[config.mk]
export PLATFORM = sky130hd
export DESIGN_NAME = updown_ramp_sequencer
export DESIGN_NICKNAME = d
export VERILOG_FILES = /design/src/rtl/updown_ramp_sequencer.sv
export SDC_FILE = /design/constraint.sdc
export NUM_CORES = 1
export LEC_CHECK = 0
export ABC_AREA = 1
export BUFFER_PORTS_ARGS = -buffer_cell sky130_fd_sc_hd__buf_2
export CAP_MARGIN = 20
export CORE_AREA = 2 2 62 64
export CTS_CLUSTER_DIAMETER = 150
export CTS_CLUSTER_SIZE = 20
export DETAILED_ROUTE_END_ITERATION = 10
export DIE_AREA = 0 0 64 66
export GPL_TIMING_DRIVEN = 0
export MAX_ROUTING_LAYER = met4
export PLACE_DENSITY = 0.76
export SLEW_MARGIN = 5
export SYNTH_ARGS = -nofsm -noshare
export SYNTH_HDL_FRONTEND = slang
export SYNTH_SLANG_ARGS = --single-unit
[constraint.sdc]
create_clock -name clk -period 1.9 [get_ports clk]
set_input_delay 0.38 -clock clk [delete_from_list [all_inputs] [get_ports clk]]
set_output_delay 0.38 -clock clk [all_outputs]
set_load 0.05 [all_outputs]
[src/rtl/updown_ramp_sequencer.sv]
`default_nettype none
// ============================================================================
// Module      : updown_ramp_sequencer
// Description : Drives an external up/down counter through a programmable
//               triangle ramp lo -> hi -> lo, repeated reps times, then
//               pulses done. Counter feedback (cnt_count) is used for limit
//               detection; the step controls are Mealy so a limit is never
//               overshot.
//               Optional macro RAMP_DWELL_EN adds a dwell input and a HOLD
//               state that pauses at each peak and non-final trough.
// Revision    : 1.0 - initial release
// ============================================================================
module updown_ramp_sequencer #(
    parameter int WIDTH = 4,
    parameter int REP_W = 8
) (
    input  logic             clk,
    input  logic             rst_n,
    input  logic             start,
    input  logic             abort,
    input  logic [WIDTH-1:0] lo,
    input  logic [WIDTH-1:0] hi,
    input  logic [REP_W-1:0] reps,
`ifdef RAMP_DWELL_EN
    input  logic [7:0]       dwell,
`endif
    input  logic [WIDTH-1:0] cnt_count,
    output logic             cnt_load,
    output logic [WIDTH-1:0] cnt_load_val,
    output logic             cnt_enable,
    output logic             cnt_up,
    output logic             busy,
    output logic             done,
    output logic             cfg_err
);

    typedef enum logic [2:0] {
        S_IDLE = 3'd0,
        S_LOAD = 3'd1,
        S_UP   = 3'd2,
        S_DOWN = 3'd3,
        S_DONE = 3'd4,
        S_HOLD = 3'd5
    } state_e;

    state_e           state_q,   state_d;
    logic [WIDTH-1:0] lo_q,      lo_d;
    logic [WIDTH-1:0] hi_q,      hi_d;
    logic [REP_W-1:0] reps_q,    reps_d;
    logic [REP_W-1:0] rep_cnt_q, rep_cnt_d;
    logic             cfg_err_q, cfg_err_d;
    logic [REP_W-1:0] w_rep_next;

`ifdef RAMP_DWELL_EN
    logic [7:0]       dwell_q,     dwell_d;
    logic [7:0]       dwell_cnt_q, dwell_cnt_d;
    logic             hold_dn_q,   hold_dn_d;   // 1: leave HOLD stepping down
`endif

    // Repetition count including the trough being reached now
    assign w_rep_next = rep_cnt_q + {{(REP_W-1){1'b0}}, 1'b1};

    // State and configuration registers
    always_ff @(posedge clk or negedge rst_n) begin
        if (!rst_n) begin
            state_q     <= S_IDLE;
            lo_q        <= '0;
            hi_q        <= '0;
            reps_q      <= '0;
            rep_cnt_q   <= '0;
            cfg_err_q   <= 1'b0;
`ifdef RAMP_DWELL_EN
            dwell_q     <= '0;
            dwell_cnt_q <= '0;
            hold_dn_q   <= 1'b0;
`endif
        end else begin
            state_q     <= state_d;
            lo_q        <= lo_d;
            hi_q        <= hi_d;
            reps_q      <= reps_d;
            rep_cnt_q   <= rep_cnt_d;
            cfg_err_q   <= cfg_err_d;
`ifdef RAMP_DWELL_EN
            dwell_q     <= dwell_d;
            dwell_cnt_q <= dwell_cnt_d;
            hold_dn_q   <= hold_dn_d;
`endif
        end
    end

    // Next-state logic and Mealy counter controls
    always_comb begin
        state_d     = state_q;
        lo_d        = lo_q;
        hi_d        = hi_q;
        reps_d      = reps_q;
        rep_cnt_d   = rep_cnt_q;
        cfg_err_d   = 1'b0;
        cnt_load    = 1'b0;
        cnt_enable  = 1'b0;
        cnt_up      = 1'b0;
`ifdef RAMP_DWELL_EN
        dwell_d     = dwell_q;
        dwell_cnt_d = dwell_cnt_q;
        hold_dn_d   = hold_dn_q;
`endif

        case (state_q)
            S_IDLE: begin
                if (start) begin
                    if ((lo < hi) && (reps != '0)) begin
                        lo_d      = lo;
                        hi_d      = hi;
                        reps_d    = reps;
                        rep_cnt_d = '0;
`ifdef RAMP_DWELL_EN
                        dwell_d   = dwell;
`endif
                        state_d   = S_LOAD;
                    end else begin
                        cfg_err_d = 1'b1;
                    end
                end
            end

            S_LOAD: begin
                if (abort) begin
                    state_d = S_IDLE;
                end else begin
                    cnt_load = 1'b1;
                    state_d  = S_UP;
                end
            end

            S_UP: begin
                if (abort) begin
                    state_d = S_IDLE;
                end else if (cnt_count != hi_q) begin
                    cnt_enable = 1'b1;
                    cnt_up     = 1'b1;
                end else begin
`ifdef RAMP_DWELL_EN
                    if (dwell_q != 8'd0) begin
                        dwell_cnt_d = dwell_q;
                        hold_dn_d   = 1'b1;
                        state_d     = S_HOLD;
                    end else begin
                        cnt_enable = 1'b1;
                        state_d    = S_DOWN;
                    end
`else
                    // Peak: reverse on the same cycle so hi lasts one cycle
                    cnt_enable = 1'b1;
                    state_d    = S_DOWN;
`endif
                end
            end

            S_DOWN: begin
                if (abort) begin
                    state_d = S_IDLE;
                end else if (cnt_count != lo_q) begin
                    cnt_enable = 1'b1;
                end else begin
                    rep_cnt_d = w_rep_next;
                    if (w_rep_next == reps_q) begin
                        state_d = S_DONE;
                    end else begin
`ifdef RAMP_DWELL_EN
                        if (dwell_q != 8'd0) begin
                            dwell_cnt_d = dwell_q;
                            hold_dn_d   = 1'b0;
                            state_d     = S_HOLD;
                        end else begin
                            cnt_enable = 1'b1;
                            cnt_up     = 1'b1;
                            state_d    = S_UP;
                        end
`else
                        cnt_enable = 1'b1;
                        cnt_up     = 1'b1;
                        state_d    = S_UP;
`endif
                    end
                end
            end

`ifdef RAMP_DWELL_EN
            S_HOLD: begin
                if (abort) begin
                    state_d = S_IDLE;
                end else if (dwell_cnt_q == 8'd1) begin
                    // Last dwell cycle issues the reversing step
                    cnt_enable = 1'b1;
                    cnt_up     = ~hold_dn_q;
                    state_d    = hold_dn_q ? S_DOWN : S_UP;
                end else begin
                    dwell_cnt_d = dwell_cnt_q - 8'd1;
                end
            end
`endif

            S_DONE: begin
                state_d = S_IDLE;
            end

            default: begin
                state_d = S_IDLE;
            end
        endcase
    end

    assign cnt_load_val = lo_q;
    assign busy         = (state_q == S_LOAD) || (state_q == S_UP) ||
                          (state_q == S_DOWN) || (state_q == S_HOLD);
    assign done         = (state_q == S_DONE);
    assign cfg_err      = cfg_err_q;

endmodule
`default_nettype wire
# Yosys cells after proc, flatten, opt, wreduce, memory -nomap -nowiden
# Cells that the tools add are included.
op_classes:
  magnitude_cmp: 1
  n_eq_ne: 14
  n_mux: 28
  reduce_logical: 10
  n_addsub: 1
ops:
  columns: ["cell", "count"]
  rows:
  - ["8-bit two-way mux", 4]
  - ["3-bit two-way mux", 7]
  - ["8-bit one-hot mux with 2 select lines", 1]
  - ["1-bit two-way mux", 12]
  - ["3-bit one-hot mux with 4 select lines", 1]
  - ["8-bit by 1-bit adder with 8-bit output, second input constant", 1]
  - ["8-bit == test", 1]
  - ["2-bit inequality test, second input constant", 4]
  - ["4-bit inequality test", 2]
  - ["8-bit nonzero test", 1]
  - ["3-bit by 2-bit == test with 1-bit output, second input constant", 2]
  - ["3-bit == test, second input constant", 2]
  - ["3-bit inequality test, second input constant", 2]
  - ["5-bit AND reduction", 1]
  - ["4-bit < comparator", 1]
  - ["1-bit one-hot mux with 2 select lines", 2]
  - ["4-bit AND reduction", 1]
  - ["3-bit by 1-bit == test with 1-bit output, second input constant", 1]
  - ["3-bit logical NOT", 1]
  - ["1-bit logical OR", 3]
  - ["3-bit AND reduction", 1]
  - ["2-bit two-way mux", 1]
  - ["2-bit nonzero test", 1]
  - ["1-bit logical AND", 1]
totals:
  inputBits: 24
  regBits: 28
  output_inout_bits: 10
  wordCells: 60

# Depth between registers and ports, before layout
depth:
  word_depth: 6
  ltp_mapped: 13
  mapped_depth_nobuf: 13

# Worst setup path after synthesis
# Ideal clock, no wire load.
synth_timing:
  path_kind: "reg2out"
  from: "register rep_cnt_q[0]"
  to: "output port cnt_up"
  path_slack_ns: -0.861
  t_arrival_ns: 2.381
  stages_incl_launch_ff: 12
  n_path_buf: 0
  cell_sequence: "dfrtp_1 ha_1 nand2_1 nor2_1 nand2_1 nand2_1 nand2_1 nor2_1 nor2_1 nand3_1 nand2_1 o21ai_0"
synth_via:
  elab_chain_cells: 6
synth_rtl:
  columns: ["item", "line", "text"]
  rows:
  - ["from (decl)", "50", "logic [REP_W-1:0] rep_cnt_q, rep_cnt_d;"]
  - ["from (signal assigned)", "82", "rep_cnt_q <= rep_cnt_d;"]
  - ["8-bit by 1-bit adder with 8-bit output", "61", "assign w_rep_next = rep_cnt_q + {{(REP_W-1){1'b0}}, 1'b1};"]
  - ["8-bit == test", "167", "if (w_rep_next == reps_q) begin"]
  - ["1-bit two-way mux", "167", null]
  - ["1-bit two-way mux", "163", "end else if (cnt_count != lo_q) begin"]
  - ["1-bit two-way mux", "161", "if (abort) begin"]
  - ["1-bit one-hot mux with 2 select lines", "109", "case (state_q)"]
  - ["to (decl)", "31", "output logic cnt_up,"]
# No other way between the ends.

# Final worst setup path
layout_timing:
  from: "register rep_cnt_q[1]"
  to: "output port cnt_up"
# The elaborated chain is that of the path after synthesis.

==> summary.md <==
| Metric | Value |
|---|---|
| Setup Skew | 0.0107 ns |
| Core area | 0.00355 mm^2 |
| WS Path Type | flip-flop to output pin |
| Leading cell type in the layout, fill and taps excluded | nand2_1 |
| Failing checks | negative setup slack |
| Syn_area_per_cell | 7.91 um^2 |
| #FFs+latches synth | 28 |
| Placed cell count | 300 |
| Final Cycle Share | 129% |
| Post-synth design cell area | 0.00173 mm^2 |
| CP Max Fanout | 7 |
| Worst slew pin tran | 0.639 ns |
| Diode count | 0 |
| Crit path capture type | output pin |
| Layout cells sized above 1 | 33.1% |
| MaxCap Viol Count | 0 |
| Starting Density | 48.8% |
| Via density | 4.99 |
| Achievable Freq | 0.408 GHz |
| Die width | 64 um |
| RSZ-0062 raised after global routing | true |
| IO Count | 34 |
| Total number of vias | 1537 |
| Startpoint types | flip-flop |
| Worst setup margin | -0.552 ns |
| PwrDens | 1180 mW/mm^2 |
| Max-slew violation count | 0 |
| Pin count of the biggest net entering global routing | 29 |
| PortBufs | 33 |
| CTS buffer count | 3 |
| Initial antenna violation count | 0 |
| Maximum clock path buffer count | 2 |
| Final core occ | 61.4% |
| Post-synth net total | 247 |
| Clock Sinks | 28 |
| Global-route wire length before repair | 6.55 mm |
| Final setup viols | 2 |
| Seq/Total Area, Yosys | 40.4% |
| CTS Root Buffer Type | clkbuf_4 |
| Crit path arrival time | 2.07 ns |
| Row count | 22 |
| Worst r2r dst | state_q[1] |
| Final WL | 3.99 mm |
| Starting DRT DRC Count | 35 |
| Status | complete, but fails checks |
| Gr usage total | 20.4% |
| Die area | 0.00422 mm^2 |
| Post-Layout Cell Count | 308 |
| Reg2reg path depth | 13 |
| Hold Fails Final Rpt | 0 |
| Routability congestion estimate | 0.843 |
| Crit path required time | 1.52 ns |
| Clk_lat worst skew | 0.33 ns |
| Peak supply drop | 0.000851 V |
| R2R Path Start | rep_cnt_q[1] |
| ANT nets after route | 0 |
| Netlist cell types | 29 |
| FILL cells | 305 |
| Max H-tree Level | 1 |
| Most frequent cells in the layout | 51 x nand2_1, 31 x buf_2, 28 x inv_1, 25 x dfrtp_1, 15 x o21ai_0 |
| Pleak | 1.05 nW |
| Die span in y | 66 um |
| Area Growth Syn to Fin | 25.8% |
| Drc violations | 0 |
| Cells after synthesis | 219 |
| Final #Nets | 289 |
| First-pass iteration count of the detailed router | 4 |
| Clock-pin slew on the worst setup and hold paths | 0.16 ns |
| Period minus WS final | 2.45 ns |
| Hpwl dp | 2.90 mm |
| Crit. Startpoint | rep_cnt_q[1] |
| Yosys warning total | 0 |
| Total gr overflow | 0 |
| Worst rel slew slack | 57.4% |
| Vias in the first global route | 1522 |
| R2r setup slk | 0 ns |
| TritonCTS clock tree | built |
| Worst setup endpoint | cnt_up |
| Hold Path Class | input port to asynchronous set/reset pin |
| Hold_buf cts | 0 |
| WL/cell | 13.0 um |
-- flip-flops by register name (all words and copies together), names as in the netlist --
register,count
reps_q,8
rep_cnt_q,8
hi_q,4
cnt_load_val,4
cfg_err,1
state_q,3
-- logic make-up after synthesis --
family                     count (synthesis)  share of synthesized area (%)
xor gates and xnor gates                  10                           5.05
AOI/OAI and AO/OA                         26                           9.31
and+or+nand+nor                          112                           29.1
muxes                                      8                           6.06
buffers and inverters                     31                           7.15
DFF                                       28                           40.4
adders and majority gates                  4                           2.89
-- metal layers --
metal / global-route usage (%) / up-vias / wire (um) / share of wire [%]
met3: 2.56 / 6 / 105 / 2.6
met5: - / - / 0 / 0
met1: 23.1 / 718 / 1690 / 42
met2: 36.8 / 28 / 2130 / 53
met4: 7.88 / 0 / 68 / 1.7
li1: - / 785 / - / -
-- cells in the mapped netlist --
cell type | count | share of area [%]
nand2_1 | 60 | 13
dfrtp_1 | 28 | 40
inv_1 | 28 | 6.1
nand3_1 | 19 | 5.5
nor2_1 | 19 | 4.1
o21ai_0 | 17 | 4.9
xnor2_1 | 8 | 4.0
a21oi_1 | 4 | 1.2
ha_1 | 4 | 2.9
mux2_2 | 4 | 2.6
mux2_4 | 4 | 3.5
nand3b_1 | 2 | 0.87
nor2_2 | 2 | 0.72
nor2_4 | 2 | 1.3
nor3_1 | 2 | 0.58
nor4_1 | 2 | 0.72
xor2_1 | 2 | 1.0
a21o_1 | 1 | 0.43
a2bb2oi_2 | 1 | 0.87
a31oi_4 | 1 | 1.2
buf_6 | 1 | 0.65
clkbuf_1 | 1 | 0.22
inv_2 | 1 | 0.22
nand2_2 | 1 | 0.36
nand3_2 | 1 | 0.58
nand3_4 | 1 | 1.0
nand4_1 | 1 | 0.36
o21ai_1 | 1 | 0.29
o21bai_1 | 1 | 0.43
-- power breakdown --
group	internal [W]	leakage (nW)	switching [W]
Clock	0.000213	0.0279	0.000178
Sequential	0.000792	0.347	0.000147
Combinational	0.000486	0.679	0.000761
Total	0.00149	1.05	0.00109
-- stage by stage --
step	cell area (um^2)	power (W)	hold slack, ns	setup WS (ns)	setup TNS (ns)
final	2180	0.00258	0.0443	-0.552	-1.09
after global routing	2180	0.00275	0.0625	-0.687	-1.54
after CTS	2080	0.00254	0.0585	-0.510	-1.02
after detailed placement	1990	0.00212	0.439	-0.397	-1.62
after global placement	1990	0.00209	0.438	-0.361	-1.02
after floorplan	1760	0.00185	0.0844	-0.113	-0.167
-- worst min-delay path by stage --
stage,slack (ns),to,start,cells after the start
3_5_place_dp,0.44,rep_cnt_q[2],rst_n,1
2_1_floorplan,0.08,cfg_err,rst_n,0
6_report,0.04,rep_cnt_q[2],rst_n,1
5_1_grt,0.06,rep_cnt_q[3],rst_n,1
3_3_place_gp,0.44,rep_cnt_q[2],rst_n,1
4_1_cts,0.06,rep_cnt_q[2],rst_n,1
-- layout make-up --
| type | instances | area (um^2) | share of cell area, % |
|---|---|---|---|
| Timing Repair Buffer | 37 | 215 | 9.87 |
| Sequential cell | 28 | 704 | 32.3 |
| Multi-Input combinational cell | 160 | 1020 | 47.0 |
| Tap cell | 48 | 60.1 | 2.75 |
| Buffer | 2 | 15.0 | 0.688 |
| Clock buffer | 3 | 22.5 | 1.03 |
| Inverter | 29 | 109 | 4.99 |
| Clock inverter | 1 | 30.0 | 1.38 |
-- worst max-delay path, stage by stage (launching register included) --
cell and delay (ns):
dfrtp_1 0.44, buf_6 0.13, nand2_2 0.06, nor2_4 0.22
nand2_2 0.10, nand3b_1 0.12, nand3_2 0.08, nor2_2 0.13
nand3_2 0.11, nand2_4 0.11, o21ai_4 0.07, buf_6 0.17
-- what timing repair did --
item / in CTS / in global routing
pin swaps: 5 / 14
setup buffers: 3 / 1
endpoints found under the setup margin: 2 / 4
gates resized for setup: 6 / 25
Power figures use the tool's default switching activity.
